===== config.mk =====
export PLATFORM = sky130hd
export DESIGN_NAME = matrix_out_serializer_flat
export DESIGN_NICKNAME = d
export VERILOG_FILES = /design/src/rtl/matrix_pkg.sv /design/src/rtl/matrix_out_serializer_if.sv /design/src/rtl/vec_fifo2.sv /design/src/rtl/matrix_out_serializer.sv /design/src/flat_wrapper.sv
export SDC_FILE = /design/constraint.sdc
export NUM_CORES = 1
export LEC_CHECK = 0
export CAP_MARGIN = 40
export CORE_ASPECT_RATIO = 0.8
export CORE_MARGIN = 4
export CORE_UTILIZATION = 60
export CTS_CLUSTER_DIAMETER = 120
export CTS_CLUSTER_SIZE = 14
export DETAILED_ROUTE_END_ITERATION = 10
export GPL_TIMING_DRIVEN = 0
export PLACE_DENSITY = 0.95
export REMOVE_ABC_BUFFERS = 1
export SLEW_MARGIN = 20
export SYNTH_ARGS = -nofsm -noshare
export SYNTH_HDL_FRONTEND = slang
export SYNTH_SLANG_ARGS = --single-unit

===== constraint.sdc =====
create_clock -name clk -period 4.5 [get_ports clk]
set_input_delay 0.9 -clock clk [delete_from_list [all_inputs] [get_ports clk]]
set_output_delay 0.9 -clock clk [all_outputs]
set_load 0.02 [all_outputs]

===== src/rtl/matrix_pkg.sv =====
// Shared widths, FSM state encoding and word-select helper for the matrix output path.
package matrix_pkg;

    localparam int unsigned WORD_W        = 64;
    localparam int unsigned VEC_W         = 256;
    localparam int unsigned WORDS_PER_VEC = 4;
    localparam int unsigned IDX_W         = 2;

    typedef enum logic [1:0] {
        IDLE  = 2'd0,
        BURST = 2'd1,
        GAP   = 2'd2
    } ser_state_t;

    // Word k of a vector is bits [64k+63:64k]; word 0 is the least significant.
    function automatic logic [WORD_W-1:0] word_of(input logic [VEC_W-1:0] vec,
                                                  input logic [IDX_W-1:0] idx);
        return vec[WORD_W*int'(idx) +: WORD_W];
    endfunction

endpackage


===== src/rtl/matrix_out_serializer_if.sv =====
// Upstream vector handshake plus downstream word strobe of the serializer.
// prehash_in exists only when MATSER_XOR_EN is defined.
interface matrix_out_serializer_if;
    import matrix_pkg::*;

    logic               vec_valid;
    logic [VEC_W-1:0]   vec_in;
    logic               vec_ready;
`ifdef MATSER_XOR_EN
    logic [VEC_W-1:0]   prehash_in;
`endif
    logic               we_out;
    logic [WORD_W-1:0]  dout;
    logic               busy;

`ifdef MATSER_XOR_EN
    modport master (output vec_valid, vec_in, prehash_in,
                    input  vec_ready, we_out, dout, busy);
    modport slave  (input  vec_valid, vec_in, prehash_in,
                    output vec_ready, we_out, dout, busy);
`else
    modport master (output vec_valid, vec_in,
                    input  vec_ready, we_out, dout, busy);
    modport slave  (input  vec_valid, vec_in,
                    output vec_ready, we_out, dout, busy);
`endif

endinterface


===== src/rtl/vec_fifo2.sv =====
// Two-entry vector FIFO; a push into a full buffer is dropped even if a pop coincides.
module vec_fifo2
    import matrix_pkg::*;
(
    input  logic              clk,
    input  logic              rst,
    input  logic              push,
    input  logic              pop,
    input  logic [VEC_W-1:0]  wdata,
    output logic              full_c,
    output logic              empty_c,
    output logic [1:0]        count,
    output logic [VEC_W-1:0]  head_c
);

    logic [VEC_W-1:0] mem [2];
    logic             wr_ptr;
    logic             rd_ptr;
    logic             push_ok_c;
    logic             pop_ok_c;

    assign full_c    = (count == 2'd2);
    assign empty_c   = (count == 2'd0);
    assign push_ok_c = push & ~full_c;
    assign pop_ok_c  = pop & ~empty_c;
    assign head_c    = mem[rd_ptr];

    always_ff @(posedge clk or negedge rst) begin
        if (!rst) begin
            mem[0] <= '0;
            mem[1] <= '0;
            wr_ptr <= 1'b0;
            rd_ptr <= 1'b0;
            count  <= 2'd0;
        end else begin
            if (push_ok_c) begin
                mem[wr_ptr] <= wdata;
                wr_ptr      <= ~wr_ptr;
            end
            if (pop_ok_c) begin
                rd_ptr <= ~rd_ptr;
            end
            if (push_ok_c && !pop_ok_c) begin
                count <= count + 2'd1;
            end else if (!push_ok_c && pop_ok_c) begin
                count <= count - 2'd1;
            end
        end
    end

endmodule


===== src/rtl/matrix_out_serializer.sv =====
// Buffers 256-bit matrix-product vectors and emits each as four 64-bit words, LSW first,
// with GAP_CYCLES idle cycles between bursts. MATSER_XOR_EN stores vec_in ^ prehash_in.
module matrix_out_serializer
    import matrix_pkg::*;
#(
    parameter int unsigned GAP_CYCLES = 1
) (
    input  logic                     clk,
    input  logic                     rst,
    matrix_out_serializer_if.slave   bus
);

    localparam int unsigned GAP_W = 3;
    localparam logic [IDX_W-1:0] LAST_IDX = IDX_W'(WORDS_PER_VEC - 1);

    ser_state_t        state;
    logic [IDX_W-1:0]  idx;
    logic [GAP_W-1:0]  gap_cnt;

    logic              push_c;
    logic              pop_c;
    logic              full_c;
    logic              empty_c;
    logic [1:0]        count;
    logic [1:0]        occ_next_c;
    logic [VEC_W-1:0]  head_c;
    logic [VEC_W-1:0]  wdata_c;
    logic              gap_done_c;
    logic              busy_next_c;

`ifdef MATSER_XOR_EN
    assign wdata_c = bus.vec_in ^ bus.prehash_in;
`else
    assign wdata_c = bus.vec_in;
`endif

    assign push_c     = bus.vec_valid & bus.vec_ready & ~full_c;
    assign pop_c      = (state == BURST) && (idx == LAST_IDX);
    assign gap_done_c = (state == GAP) && (gap_cnt == GAP_W'(GAP_CYCLES));

    // Occupancy after this edge drives the registered ready flag.
    always_comb begin
        occ_next_c = count;
        if (push_c && !pop_c) begin
            occ_next_c = count + 2'd1;
        end else if (!push_c && pop_c) begin
            occ_next_c = count - 2'd1;
        end
    end

    // The FSM falls to IDLE only when there is nothing left to send.
    assign busy_next_c = (occ_next_c != 2'd0) ||
                         !(((state == IDLE) || gap_done_c) && empty_c);

    vec_fifo2 u_fifo (
        .clk     (clk),
        .rst     (rst),
        .push    (push_c),
        .pop     (pop_c),
        .wdata   (wdata_c),
        .full_c  (full_c),
        .empty_c (empty_c),
        .count   (count),
        .head_c  (head_c)
    );

    always_ff @(posedge clk or negedge rst) begin
        if (!rst) begin
            state         <= IDLE;
            idx           <= '0;
            gap_cnt       <= '0;
            bus.we_out    <= 1'b0;
            bus.dout      <= '0;
            bus.vec_ready <= 1'b0;
            bus.busy      <= 1'b0;
        end else begin
            bus.vec_ready <= (occ_next_c < 2'd2);
            bus.busy      <= busy_next_c;
            case (state)
                IDLE: begin
                    if (!empty_c) begin
                        state      <= BURST;
                        idx        <= '0;
                        bus.we_out <= 1'b1;
                        bus.dout   <= word_of(head_c, '0);
                    end
                end
                BURST: begin
                    if (idx == LAST_IDX) begin
                        state      <= GAP;
                        gap_cnt    <= GAP_W'(1);
                        bus.we_out <= 1'b0;
                    end else begin
                        idx      <= idx + IDX_W'(1);
                        bus.dout <= word_of(head_c, idx + IDX_W'(1));
                    end
                end
                GAP: begin
                    if (gap_done_c) begin
                        if (!empty_c) begin
                            state      <= BURST;
                            idx        <= '0;
                            bus.we_out <= 1'b1;
                            bus.dout   <= word_of(head_c, '0);
                        end else begin
                            state <= IDLE;
                        end
                    end else begin
                        gap_cnt <= gap_cnt + GAP_W'(1);
                    end
                end
                default: begin
                    state      <= IDLE;
                    bus.we_out <= 1'b0;
                end
            endcase
        end
    end

endmodule


===== src/flat_wrapper.sv =====
// flat-port wrapper written by rule: the top's interface ports become plain ports
module matrix_out_serializer_flat import matrix_pkg::*;
#(
    parameter int unsigned GAP_CYCLES = 1
)
  (clk, rst, bus_vec_valid, bus_vec_in, bus_vec_ready, bus_we_out, bus_dout, bus_busy);
  matrix_out_serializer_if bus_i ();
  input  logic clk;
  input  logic rst;
  input wire logic [$bits(bus_i.vec_valid)-1:0] bus_vec_valid;
  input wire logic [$bits(bus_i.vec_in)-1:0] bus_vec_in;
  output wire logic [$bits(bus_i.vec_ready)-1:0] bus_vec_ready;
  output wire logic [$bits(bus_i.we_out)-1:0] bus_we_out;
  output wire logic [$bits(bus_i.dout)-1:0] bus_dout;
  output wire logic [$bits(bus_i.busy)-1:0] bus_busy;
  assign bus_i.vec_valid = bus_vec_valid;
  assign bus_i.vec_in = bus_vec_in;
  assign bus_vec_ready = bus_i.vec_ready;
  assign bus_we_out = bus_i.we_out;
  assign bus_dout = bus_i.dout;
  assign bus_busy = bus_i.busy;
  matrix_out_serializer #(.GAP_CYCLES(GAP_CYCLES)) u_core (.clk(clk), .rst(rst), .bus(bus_i));
endmodule

# After elaboration in Yosys (flattened, before gate mapping)
# Index checks and enable logic that the tools add are counted.
dict set report totals {
  register_bits 590
  inputBits 259
  output_inout_bits 67
  elab_cells 96
}
dict set report classes {
  add_sub_neg 4
  order_cmp 4
  eq_ne 10
  n_shift 1
  mux 30
  n_bitwise 10
  reduce_logical 25
}
# cell n
set ops {}
lappend ops {{256-bit two-way mux} 4}
lappend ops {{512-bit bitwise mux} 1}
lappend ops {{256-bit demux with 1-bit select} 1}
lappend ops {{256-bit by 9-bit variable part select with 64-bit output} 1}
lappend ops {{64-bit two-way mux} 3}
lappend ops {{64-bit one-hot mux with 3 select lines} 1}
lappend ops {{2-bit two-way mux} 10}
lappend ops {{2-bit one-hot mux with 3 select lines} 2}
lappend ops {{3-bit AND reduction} 3}
lappend ops {{1-bit logical AND} 8}
lappend ops {{2-bit != test (second input constant)} 4}
lappend ops {{2-bit == test (second input constant)} 3}
lappend ops {{3-bit two-way mux} 2}
lappend ops {{3-bit one-hot mux with 2 select lines} 1}
lappend ops {{2-bit nonzero test} 3}
lappend ops {{1-bit zero test} 5}
lappend ops {{2-bit by 1-bit adder with 2-bit output (second input constant)} 2}
lappend ops {{1-bit AND} 4}
lappend ops {{2-bit >= comparator (second input constant)} 2}
lappend ops {{2-bit zero test} 2}
lappend ops {{1-bit two-way mux} 4}
lappend ops {{1-bit inverter} 4}
lappend ops {{1-bit inverter with 2-bit output} 2}
lappend ops {{3-bit by 1-bit adder with 3-bit output (second input constant)} 1}
lappend ops {{other kinds (10)} 11}

# Depth between registers and ports, before layout
# Gate-level depths: netlist (run 1).
dict set report depth {
  word_depth 9
  depth_mapped 9
  mapped_depth_nobuf 7
}

# Hierarchy
# From an unflattened synthesis (run 1), not the netlist that was laid out.
dict set report unflattened {
  cells_unflattened 1981
  area_unflattened_um2 27089.7
}
# mod n_inst cells_per_inst area_each_um2 seq_area_each_um2
set by_module_without_submodules {}
lappend by_module_without_submodules {vec_fifo2 1 1384 22410.2 12912.4}
lappend by_module_without_submodules {matrix_out_serializer 1 597 4679.5 1851.8}

# Worst setup path after synthesis (run 1)
# No wires, ideal clock.
dict set report synth_timing {
  path_type {input-to-reg}
  from {input bus_vec_valid}
  to {register u_core.u_fifo.mem[364] in the netlist's numbering}
  setup_ps 125
  t_arrival_ps 1916
  required_ps 4375
  slack_ps 2460
  cell_stages 5
  path_buffers 2
  path_cell_list {nand3b_4 nor2_1 buf_2 buf_2 mux2_2}
}
dict set report synth_between {
  elab_chain_len 3
}
# item line_no
set synth_lines {}
lappend synth_lines {{from (decl)} flat_wrapper.sv:10} ;# input wire logic [$bits(bus_i.vec_valid)-1:0] bus_vec_valid;
lappend synth_lines {{1-bit AND (2 in a row)} matrix_out_serializer.sv:37} ;# assign push_c = bus.vec_valid & bus.vec_ready & ~full_c;
lappend synth_lines {{1-bit AND} vec_fifo2.sv:24} ;# assign push_ok_c = push & ~full_c;
lappend synth_lines {{to (signal, indexed assignment)} vec_fifo2.sv:37} ;# mem[wr_ptr] <= wdata;
lappend synth_lines {{to (decl)} vec_fifo2.sv:16} ;# logic [VEC_W-1:0] mem [2];
# Every way passes these cells.
# A chain may end at the register's enable or synchronous reset.

# Worst setup path after layout (run 1)
dict set report layout_timing {
  from {input bus_vec_valid}
  to {register u_core.u_fifo.mem[358] in the netlist's numbering}
}
# The elaborated chain is that of the path after synthesis.

==> impl_metrics.toml, run 1 <==
[worst_setup_path]
critPathMaxStageDelay_ps = 510
cp-end-kind = "flip-flop"
cp-startpoint = "bus_vec_valid"
worstReg2RegStart = "u_core.u_fifo.count[0]"
rr_endpoint = "u_core.u_fifo.mem[358]"
crit_path_end = "u_core.u_fifo.mem[358]"
path_class = "in -> reg"
r2r_cells = 12
cp.required_ps = 4960
cp_slowest_cell = "clkdlybuf4s50_1"
arrival_ps = 3750
rrSetupSlack_ps = 1240
startpoint_type = "input pin"
critPathMaxFanout = 23
cpMostUsedCell = "buf_16"
crit_path_cell_trace = "clkdlybuf4s50_1 -> nand3b_4 -> nor2_4 -> buf_8 -> buf_12 -> buf_16 -> buf_16 -> buf_16 -> buf_16 -> buf_12 -> mux2_2"

[floorplanning]
ios = 326
num_rows = 68
die-area_sq_um = 46900
fp.dieH_um = 195
fp.dieW_um = 241
coreArea_sq_um = 43100
initial_utilization = 0.606

[timing]
tns_ps = 0
rsz0062_at_grt = "false"
fin_crit_ps = 3290
final.setup.worst_slack_ps = 1210
hold_viol = 0
period_share = 0.731
skew_ps = 24.9
setup_viol = 0
slew_viol_final = 0
clock.fmax_mhz = 304
worst_slew_pin_slew_ps = 722
maxSlewHeadroom = 0.518

[clock_network]
clock_sinks = 590
cts_buffers = 48
ctsResizeCount = 0
tritoncts = "done"
clock_path_buffers = 3
cts_hold_buf = 0
cts_setup_buffers = 0
cts_root_buf = "clkbuf_16"
clkLatencyLatePin_ps = 590
clk_pin_slew_ps = 70
htree_levels = 2

[placed_design]
pre_cts_slack_ps = 607
dp_hpwl_um = 41500
globalplace.congestion = 0.746
io_buffers = 325

[grt]
overflow = 0
grt_pass1_wl_um = 101000
grt_max_degree = 108
track_usage = 0.271
antenna_found_initial = 14
grt_pass1_vias = 18300

[synthesis]
ys_ff_latch = 590
synth.distinct_cells = 46
synth.top_cells.by_area = "dfrtp_1 57%, mux2_2 20%, mux2i_1 7.7%"
ys_warn_count = 0
synth_ff_type = "dfrtp_1"
synth.largest_area_cell = "dfrtp_1"
synthArstFlopShare = 1.00
synth_edf_count = 0
netlist_instances = 1774
synth_top_cell_area_share = 0.566
syn_area_sq_um = 26100
avgSynthCellArea_sq_um = 14.7
seq_area_frac_synth = 0.566

[pwr]
powerDensity_nw_per_um2 = 796
combPwrFrac = 0.462
vdd_ir_drop_max_v = 0.000674
power_w = 0.0251
internal-power_w = 0.0163
p_leak_nw = 13.5
power_frac_seq = 0.389
pwr-share-clk = 0.150
power_switching_w = 0.00882
swShare = 0.352

[route]
drt_iter0_drc = 906
postRouteAntennaNets = 0
vias_per_cell = 6.18
vias = 16300
wirelength_um = 63300
dr.pass1.iters = 4
route.detailed.drc = 0
routedWlPerCell_um = 24.0

[status]
status = "completed"

[hold_path]
holdCritPathClass = "in -> async"

[finish]
drive_gt1_frac = 0.295
nets = 2331
final_core_util = 0.732
syn_to_final_growth_pct = 20.8

[run]
cap_violations = 0
## stage by stage
step           instance area [sq um]  cells  hold slack, ps
2_1_floorplan                  25300   1651             453
3_3_place_gp                   29200   2536             463
3_5_place_dp                   30300   2576             471
4_1_cts                        31500   2629             216
5_1_grt                        31500   2631             242
6_report                       31500   2632             229
## worst min-delay path by stage
stage                                      start                     end  slack, ps  depth (start not counted)
after CTS                                    rst  u_core.u_fifo.mem[434]        220                          1
after floorplan           u_core.u_fifo.mem[421]  u_core.u_fifo.mem[421]        450                          1
after global placement    u_core.u_fifo.mem[439]  u_core.u_fifo.mem[439]        460                          1
final                                        rst     u_core.bus.dout[48]        230                          1
after detailed placement  u_core.u_fifo.mem[446]  u_core.u_fifo.mem[446]        470                          1
after global routing                         rst  u_core.u_fifo.mem[312]        240                          1
## cells by family (layout without fill, tap and decap cells)
logic type	count (synthesis)	after routing	synth area share
buffers and inverters	131	426	0.0326
other	0	3	0
multiplexers	742	742	0.323
AND/OR/NAND/NOR	123	123	0.0216
XOR/XNOR	5	5	0.00168
flip-flops	590	590	0.566
AO/OA/AOI/OAI	177	177	0.0528
adder cells (fa/ha/maj)	6	6	0.00288
## registers in the layout, indices dropped and copies added, names as in the netlist
| register | cells |
|---|---|
| u_core.bus.busy | 1 |
| u_core.bus.dout | 64 |
| u_core.bus.vec_ready | 1 |
| u_core.bus.we_out | 1 |
| u_core.gap_cnt | 3 |
| u_core.idx | 2 |
| u_core.state | 2 |
| u_core.u_fifo.count | 2 |
| u_core.u_fifo.mem | 512 |
| u_core.u_fifo.rd_ptr | 1 |
| u_core.u_fifo.wr_ptr | 1 |
## power by group through the flow
stage          clock network [W]  logic [W]  registers (W)
5_1_grt                  0.00405     0.0125         0.0100
3_3_place_gp                   0    0.00969        0.00971
6_report                 0.00375     0.0116        0.00975
3_5_place_dp                   0     0.0115        0.00974
2_1_floorplan                  0    0.00780        0.00979
4_1_cts                  0.00382     0.0117        0.00971
## worst max-delay path: cells and delay by family
| family | cells | cell delay (ps) |
|---|---|---|
| simple gates | 2 | 540 |
| mux | 1 | 360 |
| buf+inv | 8 | 1880 |
## cell usage in the layout, fill, tap and decap left out, drive strengths merged, types with 4 or more instances in the layout
master	instances
nand2	37
o21ai	4
clkdlybuf4s50	324
nor2	69
mux2	513
ha	6
dfrtp	590
a31oi	64
mux2i	201
clkbuf	50
inv	10
o22a	100
buf	41
mux4	28
## area by class of cell
cell class | count | area, sq um
multi-input cells | 1053 | 10500
flip-flops and latches | 590 | 14800
diodes | 3 | 7.51
inverters | 8 | 35.0
fillers | 2527 | 11500
clock buffers | 50 | 1230
repair buffers | 365 | 4240
clock inverters | 3 | 33.8
well taps | 560 | 701
## cell usage after synthesis (all sizes together) (2+ instances only)
| cell type | number |
|---|---|
| a31oi | 64 |
| and3 | 2 |
| nor2 | 69 |
| ha | 6 |
| a21oi | 2 |
| mux2i | 201 |
| mux4 | 28 |
| xnor2 | 3 |
| inv | 8 |
| buf | 121 |
| nand2 | 37 |
| o21ai | 4 |
| or2 | 2 |
| nor2b | 2 |
| and2 | 2 |
| o22a | 100 |
| xor2 | 2 |
| nand3 | 2 |
| mux2 | 513 |
| nand3b | 3 |
| clkbuf | 2 |
| dfrtp | 590 |
## per-layer routing
| metal | vias up | share of wire | GRT usage |
|---|---|---|---|
| met5 | - | 0.0022 | 0 |
| met4 | 22 | 0.032 | 0.0905 |
| met3 | 175 | 0.064 | 0.0715 |
| met2 | 475 | 0.51 | 0.461 |
| met1 | 8511 | 0.40 | 0.338 |
| li1 | 7073 | - | - |
Note: power is estimated with default switching activity, not from simulation.
==> run 2, diff against run 1 <==
--- a/config.mk
+++ b/config.mk
@@ -8,12 +8,12 @@
 export CAP_MARGIN = 40
 export CORE_ASPECT_RATIO = 0.8
 export CORE_MARGIN = 4
-export CORE_UTILIZATION = 60
+export CORE_UTILIZATION = 50
 export CTS_CLUSTER_DIAMETER = 120
 export CTS_CLUSTER_SIZE = 14
 export DETAILED_ROUTE_END_ITERATION = 10
 export GPL_TIMING_DRIVEN = 0
-export PLACE_DENSITY = 0.95
+export PLACE_DENSITY = 0.86
 export REMOVE_ABC_BUFFERS = 1
 export SLEW_MARGIN = 20
 export SYNTH_ARGS = -nofsm -noshare
==> constraint.sdc (replaced) <==
create_clock -name clk -period 2.7 [get_ports clk]
set_input_delay 0.54 -clock clk [delete_from_list [all_inputs] [get_ports clk]]
set_output_delay 0.54 -clock clk [all_outputs]
set_load 0.02 [all_outputs]
==> run 2 against run 1 <==
Final cell count increased by 4.6%. Clock skew down 4.9 ps. Sequential cell count stayed put. Largest cell class unchanged.
==> impl_metrics.toml, run 2 (synthesized netlist as in run 1, its figures left out) <==
[finish]
drive_gt1_frac = 0.294
final_cell_mix = "588 x dfrtp_1, 471 x mux2_2, 324 x clkdlybuf4s50_1"
largest-register = "u_core.u_fifo.mem"
syn_to_final_growth_pct = 21.5
reg_top3 = "u_core.u_fifo.mem (512), u_core.bus.dout (64), u_core.gap_cnt (3)"
nets = 2330
instances_no_fill = 2753
largest_reg_flops = 512
final_common_cell = "dfrtp_1"
final_core_util = 0.618

[clock_network]
clk_pin_slew_ps = 70
clock_path_buffers = 3
clock_sinks = 590
clkLatencyLatePin_ps = 570
cts_root_buf = "clkbuf_16"
tritoncts = "done"
htree_levels = 2
cts_buffers = 48

[route]
routedWlPerCell_um = 21.9
drt_iter0_drc = 973
wirelength_um = 60300
postRouteAntennaNets = 0
vias = 15800
route.detailed.drc = 0
dr.pass1.iters = 4
vias_per_cell = 5.72

[timing]
maxSlewHeadroom = 0.498
fin_crit_ps = 2550
hold_viol = 0
tns_ps = 0
setup_viol = 0
clock.fmax_mhz = 392
rsz0062_at_grt = "true"
skew_ps = 19.9
worst_slew_pin_slew_ps = 753
period_share = 0.945
slew_viol_final = 0

[floorplanning]
initial_utilization = 0.509
fp.dieW_um = 263
coreArea_sq_um = 51300
num_rows = 74
ios = 326
die-area_sq_um = 55900
fp.dieH_um = 212

[grt]
grt_pass1_vias = 17700
grt_pass1_wl_um = 97100
antenna_found_initial = 10
grt_max_degree = 110
track_usage = 0.216
overflow = 0

[pwr]
power_w = 0.0413
p_leak_nw = 13.5
power_frac_seq = 0.388
power_switching_w = 0.0142
internal-power_w = 0.0271
swShare = 0.344
powerDensity_nw_per_um2 = 1300
combPwrFrac = 0.462
pwr-share-clk = 0.151
vdd_ir_drop_max_v = 0.000882

[placed_design]
globalplace.congestion = 0.790
io_buffers = 325
dp_hpwl_um = 39600
place_inst = 2696

[worst_setup_path]
critPathMaxFanout = 71
critPathMaxStageDelay_ps = 600
rrSetupSlack_ps = 150
arrival_ps = 3030
cp-end-kind = "flip-flop"
path_buf_inv = 2
cp_slowest_cell = "dfrtp_4"
startpoint_type = "flip-flop"
cp.required_ps = 3180
path_class = "reg -> reg"
crit_path_cell_trace = "ha_1 -> and2_1 -> o32a_1 -> clkinv_8 -> buf_16 -> nor2_1 -> a31oi_1"
crit_family = "buffers and inverters"

[run]
cap_violations = 0

[hold_path]
holdCritPathClass = "reg -> reg"

[status]
status = "completed"
run 2: layer usage:
metal  up-vias  GRT usage  wire length (um)
met5         -          0                77
met4        16     0.0575              1430
met3       120     0.0559              3460
met2       330      0.371             30200
met1      8238      0.275             25100
li1       7046          -                 -
run 2: final timing paths:
path,start,endpoint,cells after the start
min reg2reg,u_core.u_fifo.mem[442],u_core.u_fifo.mem[442],1
max,u_core.idx[0],u_core.bus.dout[5],7
max reg2reg,u_core.idx[0],u_core.bus.dout[5],7
max in group asynchronous,rst,u_core.u_fifo.mem[508],5
min in group asynchronous,rst,u_core.u_fifo.mem[460],2
min,u_core.u_fifo.mem[442],u_core.u_fifo.mem[442],1
run 2: final cells by class:
class	count	area, sq um
multi-input combinational	1053	10500
sequential	590	14800
antenna	2	5.00
clock inverter	1	16.3
inverter	8	42.5
tap	684	856
fill	3707	19600
timing repair buffer	364	4250
clock buffer	51	1230
run 2: worst register-to-register path: stages (launching register included):
cell,delay [ps]
dfrtp_4,600
ha_1,350
and2_1,200
o32a_1,400
clkinv_8,260
buf_16,360
nor2_1,130
a31oi_1,170
run 2: repair_timing:
action,CTS,global route
endpoints found under the setup margin,16,169
buffers inserted,0,2
gates resized for setup,2,5
hold buffers,1,0
hold endpoints to repair,68,0
pin swaps,0,1
run 2: power by group through the flow:
stage          Clock [W]  Sequential [W]  Combinational [W]
5_1_grt          0.00675          0.0165             0.0206
3_3_place_gp           0          0.0154             0.0136
4_1_cts          0.00641          0.0160             0.0193
6_report         0.00622          0.0160             0.0191
2_1_floorplan          0          0.0161             0.0110
3_5_place_dp           0          0.0161             0.0192
run 2: through the flow:
stage               setup slack [ps]  area (sq um)  hold slack (ps)
floorplan                     -10180         25300              244
global placement              -23490         29400              463
detailed placement              -240         30400              474
CTS                             28.6         31600              488
global route                   -20.5         31700              502
finish                           149         31700              485
==> run 3, diff against run 2 <==
--- a/config.mk
+++ b/config.mk
@@ -13,7 +13,7 @@
 export CTS_CLUSTER_SIZE = 14
 export DETAILED_ROUTE_END_ITERATION = 10
 export GPL_TIMING_DRIVEN = 0
-export PLACE_DENSITY = 0.86
+export PLACE_DENSITY = 0.72
 export REMOVE_ABC_BUFFERS = 1
 export SLEW_MARGIN = 20
 export SYNTH_ARGS = -nofsm -noshare
==> run 3 against run 2 <==
Power up 0.90%. Sequential power about the same. Global-route usage down 0.46 points. Critical path type unchanged.
==> impl_metrics.toml, run 3 (synthesized netlist as in run 1, its figures left out) <==
[clock_network]
tritoncts = "done"
clk_pin_slew_ps = 70
clock_sinks = 590
cts_root_buf = "clkbuf_16"
cts_buffers = 48
clkLatencyLatePin_ps = 570
htree_levels = 2
clock_path_buffers = 3

[floorplanning]
fp.dieW_um = 263
num_rows = 74
die-area_sq_um = 55900
coreArea_sq_um = 51300
ios = 326
initial_utilization = 0.509
fp.dieH_um = 212

[timing]
rsz0062_at_grt = "false"
maxSlewHeadroom = 0.456
fin_crit_ps = 2560
slew_viol_final = 0
final.setup.worst_slack_ps = 137
hold_viol = 0
setup_viol = 0
clock.fmax_mhz = 390
period_share = 0.949
skew_ps = 23.4
worst_slew_pin_slew_ps = 815

[finish]
fin_area_sq_um = 31900
nets = 2341
largest-register = "u_core.u_fifo.mem"
drive_gt1_frac = 0.298
final_core_util = 0.622
final_cell_mix = "588 x dfrtp_1, 471 x mux2_2, 324 x clkdlybuf4s50_1"
largest_reg_flops = 512
reg_top3 = "u_core.u_fifo.mem (512), u_core.bus.dout (64), u_core.gap_cnt (3)"
final_common_cell = "dfrtp_1"
syn_to_final_growth_pct = 22.2

[grt]
grt_pass1_vias = 17000
antenna_found_initial = 12
grt_pass1_wl_um = 94700
track_usage = 0.211
grt_max_degree = 104
overflow = 0

[pwr]
vdd_ir_drop_max_v = 0.000946
power_frac_seq = 0.383
p_leak_nw = 13.6
swShare = 0.344
internal-power_w = 0.0274
pwr-share-clk = 0.149
power_switching_w = 0.0143
combPwrFrac = 0.469
powerDensity_nw_per_um2 = 1310

[worst_setup_path]
path_class = "reg -> reg"
startpoint_type = "flip-flop"
worstReg2RegStart = "u_core.state[0]"
critPathMaxFanout = 18
arrival_ps = 3040
cp.required_ps = 3170
cp-end-kind = "flip-flop"
cp-startpoint = "u_core.state[0]"

[hold_path]
holdCritPathClass = "in -> async"

[status]
status = "completed"

[route]
wirelength_um = 61700
dr.pass1.iters = 4
route.detailed.drc = 0
postRouteAntennaNets = 0
routedWlPerCell_um = 22.3
drt_iter0_drc = 937
vias = 15700
vias_per_cell = 5.67

[placed_design]
dpl_cell_area_sq_um = 30400
globalplace.congestion = 0.742
dp_hpwl_um = 38500
pre_cts_slack_ps = -518
io_buffers = 325

[run]
cap_violations = 0
## run 3: cell count changes in the layout (fill, tap and decap cells not counted), moves of 2 or more
cell	previous run	this run
buf_4	0	4
buf_8	1	4
clkbuf_16	49	51
diode_2	2	4
## run 3: path summary, 6_finish.rpt
kind / endpoint / slack (ps) / cells past startpoint
setup / recovery: u_core.bus.dout[39] / 140 / 4
hold / removal: u_core.u_fifo.mem[304] / 470 / 2
setup reg to reg: u_core.bus.dout[39] / 140 / 4
hold reg to reg: u_core.u_fifo.mem[446] / 480 / 1
max in group asynchronous: u_core.u_fifo.mem[27] / 470 / 5
min in group clk: u_core.u_fifo.mem[446] / 480 / 1
## run 3: metal layers
metal | GRT usage | part of all wire
met2 | 0.355 | 0.49
met1 | 0.284 | 0.44
met3 | 0.0506 | 0.054
met4 | 0.0448 | 0.015
met5 | 0 | 0.0015
## run 3: repair_timing
item | 4_1_cts | 5_1_grt
gates resized for setup | 4 | 8
pin swaps | 2 | 1
hold buffers | 1 | 0
setup endpoints to repair | 130 | 96
hold endpoints to repair | 47 | 0
buffers inserted | 4 | 1
gates cloned | 0 | 5
## run 3: through the flow
stage          power (W)  setup TNS, ps  instances  hold WS [ps]
3_3_place_gp      0.0289              -       2660           465
4_1_cts           0.0416              0       2756           449
3_5_place_dp      0.0351         -57360       2699           472
6_report          0.0417              0       2766           470
2_1_floorplan     0.0272       -4058240       1651           244
5_1_grt           0.0444              0       2764           489
## run 3: power groups by stage
stage / Sequential, W / Combinational, W / Clock, W
2_1_floorplan: 0.0161 / 0.0110 / 0
3_3_place_gp: 0.0153 / 0.0136 / 0
3_5_place_dp: 0.0161 / 0.0191 / 0
4_1_cts: 0.0159 / 0.0193 / 0.00640
5_1_grt: 0.0165 / 0.0211 / 0.00675
6_report: 0.0159 / 0.0195 / 0.00620
## run 3: worst max-delay path, cell delays in order (launching register included)
cell and delay (ps):
dfrtp_1 480, nor2b_4 630, nand3_2 750, o22a_1 410, a31oi_1 180
## run 3: layout make-up
cell class                 instances  area, sq um
inverter                           8         56.3
clock inverter                     1         16.3
antenna                            4         10.0
fill                            3924        19400
sequential                       590        14800
timing repair buffer             372         4350
clock buffer                      51         1230
multi-input combinational       1056        10600
tap                              684          856
